==> src/rtl/vga_fb_pkg.sv <==
// Shared defaults and the port-owner encoding for the frame-buffer arbiter.
// Optional build macro used by the arbiter: FB_DOUBLE_BUF_EN.
package vga_fb_pkg;

  localparam int DEF_H_ACTIVE = 640;
  localparam int DEF_V_ACTIVE = 480;
  localparam int DEF_ADDR_W   = 19;
  localparam int DEF_DATA_W   = 12;
  localparam int FB_WORDS     = DEF_H_ACTIVE * DEF_V_ACTIVE;

  typedef enum logic [1:0] {
    IDLE    = 2'd0,
    DISP_RD = 2'd1,
    WR      = 2'd2
  } owner_t;

  // The display always wins; the writer only gets cycles the display leaves free.
  function automatic owner_t port_owner(logic disp_valid, logic wr_req);
    if (disp_valid)  return DISP_RD;
    else if (wr_req) return WR;
    else             return IDLE;
  endfunction

endpackage

==> src/rtl/fb_bank_swap.sv <==
// Display-bank register for double buffering: a writer frame-done pulse arms a
// swap, and the next vsync assertion flips the displayed bank.
module fb_bank_swap
  import vga_fb_pkg::*;
#(
  parameter logic VSYNC_ACT = 1'b0
) (
  input  logic clk,
  input  logic rst_n,
  input  logic vsync,
  input  logic wr_frame_done,
  output logic disp_bank
);

  logic vsync_prev_reg;
  logic pending_reg;
  logic vs_edge;

  // Prev starts at the active level so a vsync already active out of reset is not an edge.
  assign vs_edge = (vsync == VSYNC_ACT) && (vsync_prev_reg != VSYNC_ACT);

  always_ff @(posedge clk or negedge rst_n) begin
    if (!rst_n) begin
      vsync_prev_reg <= VSYNC_ACT;
      pending_reg    <= 1'b0;
      disp_bank      <= 1'b0;
    end else begin
      vsync_prev_reg <= vsync;
      if (vs_edge && pending_reg) begin
        disp_bank   <= ~disp_bank;
        pending_reg <= wr_frame_done;
      end else if (wr_frame_done) begin
        pending_reg <= 1'b1;
      end
    end
  end

endmodule

==> src/rtl/vga_fb_arbiter.sv <==
// Single-port frame-buffer arbiter: display reads with fixed latency 3, writer
// admitted only in display-free cycles. Define FB_DOUBLE_BUF_EN for two banks.
module vga_fb_arbiter
  import vga_fb_pkg::*;
#(
  parameter int   H_ACTIVE  = DEF_H_ACTIVE,
  parameter int   V_ACTIVE  = DEF_V_ACTIVE,
  parameter int   ADDR_W    = DEF_ADDR_W,
  parameter int   DATA_W    = DEF_DATA_W,
  parameter logic VSYNC_ACT = 1'b0
) (
  input  logic              clk,
  input  logic              rst_n,
  input  logic              disp_valid,
  input  logic [11:0]       disp_x,
  input  logic [10:0]       disp_y,
  input  logic              vsync,
  output logic [DATA_W-1:0] disp_data,
  output logic              disp_data_vld,
  input  logic              wr_req,
  input  logic [ADDR_W-1:0] wr_addr,
  input  logic [DATA_W-1:0] wr_data,
  output logic              wr_ack,
  output logic              wr_err,
  output logic              mem_en,
  output logic              mem_we,
`ifdef FB_DOUBLE_BUF_EN
  output logic [ADDR_W:0]   mem_addr,
`else
  output logic [ADDR_W-1:0] mem_addr,
`endif
  output logic [DATA_W-1:0] mem_wdata,
  input  logic [DATA_W-1:0] mem_rdata
`ifdef FB_DOUBLE_BUF_EN
  ,
  input  logic              wr_frame_done,
  output logic              disp_bank
`endif
);

  localparam int FB_SIZE = H_ACTIVE * V_ACTIVE;
`ifdef FB_DOUBLE_BUF_EN
  localparam int MA_W = ADDR_W + 1;
`else
  localparam int MA_W = ADDR_W;
`endif

  owner_t            owner;
  logic              rd_oob;
  logic              wr_oob;
  logic [ADDR_W-1:0] rd_addr;
  logic [MA_W-1:0]   rd_maddr;
  logic [MA_W-1:0]   wr_maddr;
  logic              rd_vld1_reg, rd_oob1_reg;
  logic              rd_vld2_reg, rd_oob2_reg;

  assign owner  = port_owner(disp_valid, wr_req);
  assign wr_ack = rst_n & wr_req & ~disp_valid;

  assign rd_oob  = (int'(disp_x) >= H_ACTIVE) || (int'(disp_y) >= V_ACTIVE);
  assign wr_oob  = 64'(wr_addr) >= 64'(FB_SIZE);
  // Modular arithmetic in ADDR_W bits gives the same result as truncating the full product.
  assign rd_addr = ADDR_W'(disp_y) * ADDR_W'(H_ACTIVE) + ADDR_W'(disp_x);

`ifdef FB_DOUBLE_BUF_EN
  fb_bank_swap #(
    .VSYNC_ACT     (VSYNC_ACT)
  ) u_bank_swap (
    .clk           (clk),
    .rst_n         (rst_n),
    .vsync         (vsync),
    .wr_frame_done (wr_frame_done),
    .disp_bank     (disp_bank)
  );

  // Display reads the shown bank while the writer fills the other one.
  assign rd_maddr = {disp_bank, rd_addr};
  assign wr_maddr = {~disp_bank, wr_addr};
`else
  logic unused_vsync;
  assign unused_vsync = vsync ^ VSYNC_ACT;
  assign rd_maddr = rd_addr;
  assign wr_maddr = wr_addr;
`endif

  always_ff @(posedge clk or negedge rst_n) begin
    if (!rst_n) begin
      mem_en        <= 1'b0;
      mem_we        <= 1'b0;
      mem_addr      <= '0;
      mem_wdata     <= '0;
      wr_err        <= 1'b0;
      rd_vld1_reg   <= 1'b0;
      rd_oob1_reg   <= 1'b0;
      rd_vld2_reg   <= 1'b0;
      rd_oob2_reg   <= 1'b0;
      disp_data     <= '0;
      disp_data_vld <= 1'b0;
    end else begin
      mem_en      <= 1'b0;
      mem_we      <= 1'b0;
      rd_vld1_reg <= (owner == DISP_RD);
      rd_oob1_reg <= rd_oob;
      rd_vld2_reg <= rd_vld1_reg;
      rd_oob2_reg <= rd_oob1_reg;

      case (owner)
        DISP_RD: begin
          if (!rd_oob) begin
            mem_en   <= 1'b1;
            mem_addr <= rd_maddr;
          end
        end
        WR: begin
          // Out-of-range writes are acked but never reach the RAM.
          if (wr_oob) begin
            wr_err <= 1'b1;
          end else begin
            mem_en    <= 1'b1;
            mem_we    <= 1'b1;
            mem_addr  <= wr_maddr;
            mem_wdata <= wr_data;
          end
        end
        default: ;
      endcase

      disp_data_vld <= rd_vld2_reg;
      if (rd_vld2_reg) disp_data <= rd_oob2_reg ? '0 : mem_rdata;
    end
  end

endmodule

==> config.mk <==
export PLATFORM = sky130hd
export DESIGN_NAME = vga_fb_arbiter
export DESIGN_NICKNAME = d
export VERILOG_FILES = /design/src/rtl/vga_fb_pkg.sv /design/src/rtl/fb_bank_swap.sv /design/src/rtl/vga_fb_arbiter.sv
export SDC_FILE = /design/constraint.sdc
export NUM_CORES = 1
export LEC_CHECK = 0
export ABC_AREA = 1
export BUFFER_PORTS_ARGS = -buffer_cell sky130_fd_sc_hd__buf_4
export CORE_MARGIN = 3
export CORE_UTILIZATION = 49
export DETAILED_ROUTE_END_ITERATION = 8
export PLACE_DENSITY = 0.8
export SLEW_MARGIN = 20
export SYNTH_ARGS = -nofsm -noshare
export SYNTH_HDL_FRONTEND = slang
export SYNTH_HIERARCHICAL = 1
export SYNTH_SLANG_ARGS = --single-unit
==> constraint.sdc <==
create_clock -name clk -period 1 [get_ports clk]
set_input_delay 0.1 -clock clk [delete_from_list [all_inputs] [get_ports clk]]
set_output_delay 0.1 -clock clk [all_outputs]
set_load 0.02 [all_outputs]
**Word level (Yosys, flattened, before mapping)**

Cells that the tools add are included.

- RAM bits: 0
- Bits in read-only memories: 0
- Memories: 0
- Output and inout port bits: 48
- Logic and storage cells: 39
- Latch bits: 0
- Bits in registers: 51

- $add $sub $neg: 1
- Magnitude comparators: 3
- Reduce and logical (&&, ||, !) cells: 5
- Equality and inequality tests: 4
- Div/mod/pow operators: 0
- Multiply operators: 1
- Shift operators: 0
- Bitwise operators: 4
- Mux-type cells: 10

Operators with widths:

| operator | number |
|---|---|
| $mux 19 | 2 |
| $pmux 19 s2 | 1 |
| $add 19x12->19 | 1 |
| $ge 19x19->1 const B | 1 |
| $ge 12x10->1 const B | 1 |
| $mul 11x3->12 const B | 1 |
| $mux 12 | 1 |
| $ge 11x9->1 const B | 1 |
| $mux 2 | 2 |
| $ne 2x2->1 const B | 2 |
| $reduce_and 2->1 | 2 |
| $mux 1 | 3 |
| $reduce_and 3->1 | 1 |
| $and 1x1->1 | 2 |
| $eq 2x1->1 const B | 1 |
| $eq 2x2->1 const B | 1 |
| $not 1->1 | 2 |
| $pmux 1 s2 | 1 |
| $reduce_bool 2->1 | 1 |
| $logic_or 1x1->1 | 1 |

**Longest topological paths before layout**

Gate-level depths: netlist of run 1.

- Word-level depth: 5
- Depth in mapped cells: 15
- Depth with buffers taken out: 15

**Least setup slack after synthesis of run 1**

Ideal clock, no wire load.

- Kind: input port to flip-flop
- Start point: input disp_y[1]
- End point: register mem_addr[14]
- Arrival time: 2.033 ns
- Required time: 0.884 ns
- Stages on the path: 12
- Setup time: 0.116 ns
- Path slack: -1.149 ns
- Cell sequence: ha_1 > ha_1 > fa_1 > ha_1 > nand2_1 > o21ai_2 > nand2_2 > nor2_2 > xor2_1 > nand2_1 > nand2_1 > nand2_1

- Longest elaborated chain between the ends: 4
- Elaborated cells on any way between the ends: 8

RTL lines:

| item | line | text |
|---|---|---|
| start, declared | vga_fb_arbiter.sv:16 | `input logic [10:0] disp_y,` |
| $mul 11x3->12 or $ge 11x9->1 (tied branches) | vga_fb_arbiter.sv:63, vga_fb_arbiter.sv:60 |  |
| $add 19x12->19 or $logic_or 1x1->1 (tied branches) | vga_fb_arbiter.sv:63, vga_fb_arbiter.sv:60 |  |
| $mux 19 or $ne 2x2->1 (tied branches) | - |  |
| $pmux 19 s2 or $reduce_and 3->1 (tied branches) | - |  |
| end signal, assigned | vga_fb_arbiter.sv:111 | `mem_addr <= rd_maddr;` |
| end signal, assigned | vga_fb_arbiter.sv:121 | `mem_addr <= wr_maddr;` |
| end, declared | vga_fb_arbiter.sv:30 | `output logic [ADDR_W-1:0] mem_addr,` |

Parallel ways exist; a longest one is shown, timed or not. The select of a mux whose other input is x is not followed.
A chain may end at the register's enable or synchronous reset.

**Worst setup path after layout of run 1**

Same ends and word-level chain as after synthesis.

==> results of run 1 <==
[cell families (layout without fill, tap and decap cells)]
family / Yosys count / after routing / share of synthesized area (%)
flip-flops: 51 / 51 / 41.9
AND/OR/NAND/NOR: 193 / 193 / 28.3
XOR/XNOR: 6 / 6 / 1.73
buffers and inverters: 57 / 250 / 8.14
adder cells (fa/ha/maj): 24 / 24 / 10.4
AO/OA/AOI/OAI: 52 / 52 / 9.50
[final cells by class]
class | count | area, µm²
multi-input combinational | 275 | 1740
timing repair buffer | 196 | 1670
sequential | 51 | 1280
fill | 304 | 868
inverter | 45 | 180
tap | 75 | 93.8
clock buffer | 5 | 68.8
clock inverter | 3 | 46.3
timing repair inverter | 1 | 7.51
[worst register-to-register path: cells and delay by family, from the launching register on]
family / cells / cell delay [ns]
simple gates: 1 / 0.13
flops: 1 / 0.59
compound gates: 1 / 0.12
[cells in the final DEF, fill, tap and decap left out, types with 2 or more instances in the layout]
master	n
a21oi_1	17
a31oi_1	8
buf_12	4
buf_4	150
buf_6	27
clkbuf_8	5
clkinvlp_4	3
dfrtp_1	49
dlygate4sd3_1	14
fa_2	2
ha_1	12
ha_4	9
inv_1	40
inv_2	3
nand2_1	110
nand2_2	9
nand3_1	31
nand3_2	4
nand3b_1	2
nand4_1	4
nor2_1	10
nor2_2	12
nor2_4	4
o21ai_0	11
o21ai_1	10
or2_2	3
xnor2_1	3
xor2_1	2
[repair_timing]
action / CTS / global route
gates cloned: 1 / 1
setup endpoints to repair: 31 / 53
setup buffers: 11 / 17
hold buffers: 14 / 0
hold endpoints to repair: 64 / 0
gates resized for setup: 26 / 45
pin swaps: 18 / 9
[metrics by stage]
step / instance area, µm² / setup WS, ns / TNS, ns / power (µW)
after floorplan: 3130 / -1.05 / -7.92 / 4050
after global placement: 4370 / -1.25 / -16.96 / 5180
after detailed placement: 4370 / -1.29 / -17.92 / 5280
after CTS: 4860 / -0.930 / -8.19 / 6940
after global routing: 5090 / -1.02 / -9.98 / 7770
final: 5090 / -0.918 / -8.61 / 7350
[power groups by stage]
stage	logic, µW	clock network [µW]	registers (µW)
final	3300	1470	2590
after global routing	3570	1580	2620
after CTS	2920	1490	2530
after detailed placement	2710	0	2570
after global placement	2630	0	2550
after floorplan	1140	0	2910
[synthesized netlist by cell type]
library cell  instances  share of area [%]
nand4_1               4               0.82
or2_4                 1               0.29
inv_6                 1               0.29
buf_6                 2               0.74
o21a_1                1               0.25
buf_2                 3               0.49
nand2_1             114                 14
o21ai_1               5               0.82
nor2_2                5                1.0
nand2_2               6                1.2
nand3_1              32                5.3
dfrtp_1              51                 42
ha_1                 22                9.0
nor2_4                1               0.37
o21ai_2               1               0.29
o21ai_0              17                2.8
clkbuf_1              5               0.62
nor2_1               20                2.5
nand3b_1              2               0.49
inv_2                 2               0.25
a31oi_1               9                1.9
fa_1                  2                1.3
a21oi_1              18                3.0
a21oi_4               1               0.53
buf_1                 1               0.12
or2_2                 3               0.62
xor2_1                2               0.58
xnor2_1               4                1.2
clkbuf_8              1               0.45
nand2_4               1               0.37
inv_1                42                5.2
nand3_2               4                1.3
[routing by layer]
metal	up-vias	track usage (%)	routed length, µm
met3	28	5.30	782
met4	0	10.2	335
met5	-	0	0
li1	1621	-	-
met1	1627	30.4	3800
met2	147	49.8	5730
[path summary, 6_finish.rpt]
check,startpoint,endpoint,slack (ns),depth (start not counted)
worst min register to register,rd_oob1_reg,rd_oob2_reg,0.36,0
worst max register to register,rd_vld2_reg,disp_data[4],0.01,2
min in group asynchronous,rst_n,rd_vld1_reg,0.39,3
worst min-delay path,wr_addr[5],mem_addr[5],0.05,3
max in group asynchronous,rst_n,rd_vld2_reg,0.25,3
worst max-delay path,disp_y[1],mem_addr[14],-0.92,13
==> flow_metrics.tcl, run 1 <==
set metrics [dict create \
    portBuffers 117 \
    crit_fanout 4 \
    io_pins 119 \
    cp.arrival_ns 2.12 \
    violations "setup timing" \
    num_vias 3423 \
    die_area_mm2 0.00719 \
    grt_pass1_vias 3309 \
    top_regs "mem_addr: 19 flops, disp_data: 12 flops, mem_wdata: 12 flops" \
    period_minus_slack_ns 1.92 \
    dr.pass1.iters 4 \
    fin_nets 670 \
    timing.final.max_slew_violations 0 \
    synth_area_per_cell_um2 7.94 \
    place_inst 603 \
    cp_top_family "adder cells" \
    seqPwrFrac_pct 35.2 \
    switching_share_pct 35.4 \
    seq_area_frac_synth_pct 41.9 \
    core_region_area_mm2 0.00596 \
    worst_ep_required_time_ns 1.20 \
    dp_hpwl_mm 6.47 \
    tightestPinTransition_ns 0.454 \
    cts.reportedPaths.clkPinSlew_ns 0.10 \
    drv_cap 0 \
    hold_viol 0 \
    rows 28 \
    via_per_inst 5.26 \
    die_w_um 84.8 \
    root_buffer "clkbuf_8" \
    cts_buffers 5 \
    htreeDepth 2 \
    hold_class "primary input to flip-flop" \
    whs_ns 0.0478 \
    cp_cell_sequence "buf_6, ha_4, ha_4, fa_2, ha_4, nand2_2, o21ai_2, nand2_2, nor2_2, xor2_1, nand2_1, nand2_1, nand2_1" \
    final_util_pct 85.4 \
    clock_sinks 51 \
    grt_usage_pct 27.0 \
    cp_slowest_cell "fa_2" \
    grt_overflow_total 0 \
    pwr-share-clk_pct 20.0 \
    gp_congestion 0.844 \
    irDropWorstVdd_mv 1.03 \
    power.internal_uw 4750 \
    crit_type "primary input to flip-flop" \
    tritoncts "built" \
    synth_cells 383 \
    die_h_um 84.8 \
    drcViolationCount 0 \
    diodes 0 \
    synth_area_mm2 0.00304 \
    synth_cell_types 32 \
    fmax_mhz 521 \
    grt_max_degree 52 \
    leakagePower_uw 0.00260 \
    cp_num_buf_inv 1 \
    grt_pass1_wl_mm 15.5 \
    antenna_found_initial 0 \
    wl_per_cell_um 16.4 \
    start_util_pct 51.1 \
    switchingPower_uw 2610 \
    p_comb_share_pct 44.8 \
    largest-register "mem_addr" \
    relSlewSlack_pct 69.8 \
    setup.worst_path.start_class "primary input" \
    yosysWarnings 6 \
    largest_reg_flops 19 \
    first_iter_violations 172 \
    drive_gt1_share_pct 43.8 \
    clock_latency_ns 0.31 \
    routed_wl_mm 10.6 \
    final_cells 651 \
    grt_setup_unrepaired "yes" \
    syn2layout_area_growth_pct 67.2 \
    max_stage_delay_ns 0.44 \
    cts_buffer_depth 2 \
    synthesis.nets 478 \
    end_kind "flip-flop" \
    setup_viol 21 \
    yosys_register_bits 51 \
    timing.final.crit_share_pct 192 \
    finClkSkew_ns 0.00951 \
    powerDensity_mw_per_mm2 1450 \
    outcome "finished, violations left" \
    ant_nets 0 \
    setup_ws_ns -0.918 \
]
Note: power is estimated with default switching activity, not from simulation.
==> run 2: changes to the inputs <==
PLACE_DENSITY = 0.85   (was 0.8)
==> run 2 against run 1 <==
  * The flow still finishes with violations (setup timing)
  * Maximum frequency down 3.8%
  * Clock power about the same
  * Register-to-register slack worse by 0.07 ns
  * Flip-flop and latch count unchanged
  * Cell area down 0.76%
  * Critical endpoint unchanged
  * Largest cell class unchanged
  * Highest routed layer unchanged
==> flow_metrics.tcl, run 2 (same netlist as run 1, synthesis figures left out) <==
set metrics [dict create \
    outcome "finished, violations left" \
    fin_nets 663 \
    tritoncts "built" \
    timing.final.max_slew_violations 0 \
    die_area_mm2 0.00719 \
    finClkSkew_ns 0.00258 \
    largest_reg_flops 19 \
    tightestPinTransition_ns 0.367 \
    final_util_pct 84.8 \
    multi_input_area_mm2 0.00181 \
    cts_buffer_depth 2 \
    setup_ws_ns -0.995 \
    clock_sinks 51 \
    design_area_mm2 0.00505 \
    startpoint "disp_y[1]" \
    htreeDepth 2 \
    drv_cap 0 \
    num_vias 3407 \
    grt_setup_unrepaired "yes" \
    path_depth 13 \
    leakagePower_uw 0.00256 \
    period_minus_slack_ns 1.99 \
    worst-r2r-setup-slack_ns -0.06 \
    dp_hpwl_mm 6.63 \
    post_dp_cell_area_mm2 0.00432 \
    drcViolationCount 0 \
    critPathCapture "mem_addr[14]" \
    wl_per_cell_um 16.2 \
    ant_nets 0 \
    fmax_mhz 501 \
    grt_pass1_vias 3261 \
    cp_top_family "adder cells" \
    rr_startpoint "rd_oob2_reg" \
    end_kind "flip-flop" \
    largest-register "mem_addr" \
    cts_buffers 5 \
    start_util_pct 51.1 \
    final_common_cell "buf_4" \
    rows 28 \
    whs_ns 0.00963 \
    grt_usage_pct 27.0 \
    setup.worst_path.start_class "primary input" \
    cts.reportedPaths.clkPinSlew_ns 0.09 \
    hold_class "primary input to flip-flop" \
    irDropWorstVdd_mv 0.948 \
    violations "setup timing" \
    via_per_inst 5.29 \
    relSlewSlack_pct 75.5 \
    place_worst_setup_slack_ns -1.30 \
    diodes 0 \
    top_regs "mem_addr: 19 flops, disp_data: 12 flops, mem_wdata: 12 flops" \
    die_w_um 84.8 \
    regArea_mm2 0.00128 \
    worst_ep_required_time_ns 1.19 \
    cp_num_buf_inv 1 \
    gp_congestion 0.873 \
    crit_fanout 4 \
    crit_type "primary input to flip-flop" \
    setup_viol 23 \
    first_iter_violations 155 \
    core_region_area_mm2 0.00596 \
    cp_cell_sequence "buf_8, ha_4, ha_4, fa_1, ha_4, nand2_2, o21ai_2, nand2_2, nor2_2, xor2_1, nand2_1, nand2_1, nand2_1" \
    drive_gt1_share_pct 44.8 \
    grt_overflow_total 0 \
    dr.pass1.iters 4 \
    root_buffer "clkbuf_8" \
    antenna_found_initial 0 \
    powerDensity_mw_per_mm2 1460 \
    syn2layout_area_growth_pct 65.9 \
    fillCellCount 311 \
    routed_wl_mm 10.4 \
    portBuffers 117 \
    clock_latency_ns 0.30 \
    cp_slowest_cell "fa_1" \
    cp.arrival_ns 2.18 \
    reg2reg_depth 3 \
    grt_pass1_wl_mm 15.4 \
    grt_max_degree 52 \
    max_stage_delay_ns 0.48 \
    die_h_um 84.8 \
    r2r_end "disp_data[0]" \
    io_pins 119 \
    mostFrequentLayoutCells "buf_4 (157), nand2_1 (110), dfrtp_1 (50)" \
    hold_viol 0 \
    timing.final.crit_share_pct 199 \
]
-- run 2: final cells by class --
class,instances,area share [%]
Clock buffer,5,1.36
Clock inverter,3,0.867
Inverter,45,3.64
Multi-Input combinational cell,275,35.8
Sequential cell,51,25.3
Tap cell,75,1.86
Timing Repair Buffer,187,30.7
Timing Repair inverter,3,0.421
-- run 2: tightest hold or removal path, cell delays in order --
cell and delay (ns):
buf_4 0.09, nand2_1 0.04, nand2_1 0.05
-- run 2: per-stage QoR --
step / cells / power, µW / TNS (ns)
2_1_floorplan: 383 / 4050 / -7.92
3_3_place_gp: 599 / 5180 / -16.21
3_5_place_dp: 599 / 5270 / -18.16
4_1_cts: 633 / 6990 / -8.02
5_1_grt: 644 / 7780 / -9.56
6_report: 644 / 7360 / -8.42
-- run 2: timing repair --
action,in CTS,in global routing
setup buffers,16,14
pin swaps,21,11
gates resized for setup,46,23
hold buffers,6,0
hold endpoints to repair,56,0
endpoints found under the setup margin,31,52
cloned,4,2
-- run 2: how the worst min path moves through the flow --
| stage | start | depth (start not counted) | slack, ns | endpoint |
|---|---|---|---|---|
| final | wr_data[8] | 3 | 0.01 | mem_wdata[8] |
| after global routing | wr_data[8] | 3 | 0.0009 | mem_wdata[8] |
| after CTS | wr_data[8] | 3 | 0.0001 | mem_wdata[8] |
| after detailed placement | rst_n | 2 | 0.11 | mem_wdata[0] |
| after global placement | rst_n | 2 | 0.11 | disp_data[0] |
| after floorplan | rst_n | 0 | -0.20 | disp_data[0] |
-- run 2: power by group --
group / leakage [µW] / internal [µW] / switching (µW)
combinational: 0.00188 / 1620 / 1720
sequential: 0.000623 / 2360 / 218
clock: 0.0000581 / 746 / 692
total: 0.00256 / 4720 / 2630
-- run 2: layer usage --
| layer | vias to the layer above | wire length [µm] | track usage [%] |
|---|---|---|---|
| met5 | - | 0 | 0 |
| met4 | 0 | 276 | 7.48 |
| met3 | 28 | 668 | 5.69 |
| met2 | 152 | 5430 | 49.2 |
| met1 | 1618 | 4050 | 31.9 |
| li1 | 1609 | - | - |
==> run 3: changes to the inputs <==
SKIP_LAST_GASP = 1   (was unset)
==> run 3 against run 2 <==
  * Total power about the same
  * Maximum frequency up 1.1%
  * Highest routed layer unchanged
  * The run still ends with setup timing left
  * Critical path depth unchanged
  * Register-to-register slack better by 0.03 ns
  * First-iteration DRC count up 21%
  * Core utilization down 0.92 points
  * Die area unchanged
  * Sequential share of layout area up 0.28 points
  * Hold slack worse by 0.0093 ns
  * Via count down 0.26%
  * Clock skew up 0.0018 ns
==> flow_metrics.tcl, run 3 (same netlist as run 1, synthesis figures left out) <==
set metrics [dict create \
    outcome "finished, violations left" \
    violations "setup timing" \
    die_h_um 84.8 \
    tightestPinTransition_ns 0.355 \
    hold_class "primary input to flip-flop" \
    grt_setup_unrepaired "yes" \
    timing.setup.tns_ns -8.34 \
    cts.reportedPaths.clkPinSlew_ns 0.09 \
    syn2layout_area_growth_pct 64.1 \
    whs_ns 0.000366 \
    setup.worst_path.start_class "primary input" \
    seqPwrFrac_pct 35.2 \
    setup_ws_ns -0.972 \
    relSlewSlack_pct 76.3 \
    clock_sinks 51 \
    min_from "wr_data[0]" \
    wl_per_cell_um 17.0 \
    clock_latency_ns 0.31 \
    first_iter_violations 187 \
    irDropWorstVdd_mv 1.32 \
    htreeDepth 2 \
    pwr-share-clk_pct 20.1 \
    crit_fanout 4 \
    drv_cap 0 \
    routed_wl_mm 10.9 \
    core_region_area_mm2 0.00596 \
    grt_usage_pct 26.9 \
    diodes 0 \
    via_per_inst 5.33 \
    final_common_cell "buf_4" \
    hold_viol 0 \
    switchingPower_uw 2680 \
    period_minus_slack_ns 1.97 \
    cp.arrival_ns 2.17 \
    rows 28 \
    root_buffer "clkbuf_8" \
    mostFrequentLayoutCells "buf_4 (156), nand2_1 (110), dfrtp_1 (50)" \
    grt_pass1_vias 3288 \
    p_comb_share_pct 44.7 \
    design_area_mm2 0.00499 \
    tritoncts "built" \
    dr.pass1.iters 5 \
    hold_path_depth 3 \
    grt_max_degree 52 \
    power.total_uw 7350 \
    antenna_found_initial 0 \
    ant_nets 0 \
    fin_nets 657 \
    setup_viol 28 \
    place_worst_setup_slack_ns -1.30 \
    grt_overflow_total 0 \
    io_pins 119 \
    die_area_mm2 0.00719 \
    end_kind "flip-flop" \
    fmax_mhz 507 \
    top_regs "mem_addr: 19 flops, disp_data: 12 flops, mem_wdata: 12 flops" \
    leakagePower_uw 0.00253 \
    largest_reg_flops 19 \
    power.internal_uw 4670 \
    grt_pass1_wl_mm 15.5 \
    start_util_pct 51.1 \
    timing.final.crit_share_pct 197 \
    finClkSkew_ns 0.00441 \
    post_dp_cell_area_mm2 0.00432 \
    worst_ep_required_time_ns 1.20 \
    gp_congestion 0.873 \
    reg2reg_depth 3 \
    cts_buffers 5 \
    switching_share_pct 36.5 \
    die_w_um 84.8 \
    rr_startpoint "rd_oob2_reg" \
    powerDensity_mw_per_mm2 1470 \
    dp_hpwl_mm 6.63 \
    drive_gt1_share_pct 44.2 \
    drcViolationCount 0 \
    num_vias 3398 \
    crit_type "primary input to flip-flop" \
    largest-register "mem_addr" \
    cts_buffer_depth 2 \
    startpoint "disp_y[1]" \
    timing.final.max_slew_violations 0 \
    portBuffers 117 \
]
## run 3: cell types whose count changed in the layout (fill, tap and decap cells not counted), sizes merged
cell,change
buf,-6
## run 3: stage by stage
stage,instances,utilization [%]
finish,638,83.8
global route,638,83.8
CTS,633,81.7
detailed placement,599,72.6
global placement,599,72.6
floorplan,383,-
## run 3: metal layers
metal / up-vias / GRT usage, % / routed length (µm)
met2: 166 / 48.3 / 5580
met4: 0 / 9.06 / 456
met3: 37 / 5.10 / 766
met5: - / 0 / 0
met1: 1598 / 32.3 / 4040
li1: 1597 / - / -
## run 3: final timing paths
path / to / slack [ns]
min: mem_wdata[0] / 0.0004
max reg2reg: disp_data[0] / -0.03
min in group asynchronous: mem_addr[3] / 0.36
max: mem_addr[14] / -0.97
max in group asynchronous: rd_vld2_reg / 0.40
min reg2reg: rd_vld2_reg / 0.36
## run 3: layout make-up
cell class / count / area, µm²
Inverter: 45 / 184
Timing Repair Buffer: 181 / 1480
Tap cell: 75 / 93.8
Timing Repair inverter: 3 / 21.3
Clock buffer: 5 / 68.8
Clock inverter: 3 / 43.8
Fill cell: 334 / 962
Sequential cell: 51 / 1280
Multi-Input combinational cell: 275 / 1820
## run 3: worst max-delay path, cell delays in order
cell and delay (ns):
buf_8 0.10, ha_4 0.23, ha_4 0.15, fa_1 0.48
ha_4 0.31, nand2_2 0.05, o21ai_2 0.15, nand2_2 0.12
nor2_2 0.12, xor2_1 0.15, nand2_1 0.06, nand2_1 0.06
nand2_1 0.07
## run 3: power by group through the flow
stage	clock network [µW]	logic [µW]	registers, µW
finish	1470	3290	2590
global route	1570	3530	2610
CTS	1450	2990	2550
detailed placement	0	2700	2580
global placement	0	2620	2560
floorplan	0	1140	2910
## run 3: repair_timing
action | CTS | global route
pin swaps | 21 | 13
gates resized for setup | 39 | 24
hold endpoints to repair | 56 | 0
setup buffers | 16 | 8
setup endpoints to repair | 31 | 50
gates cloned | 4 | 2
hold buffers | 6 | 0
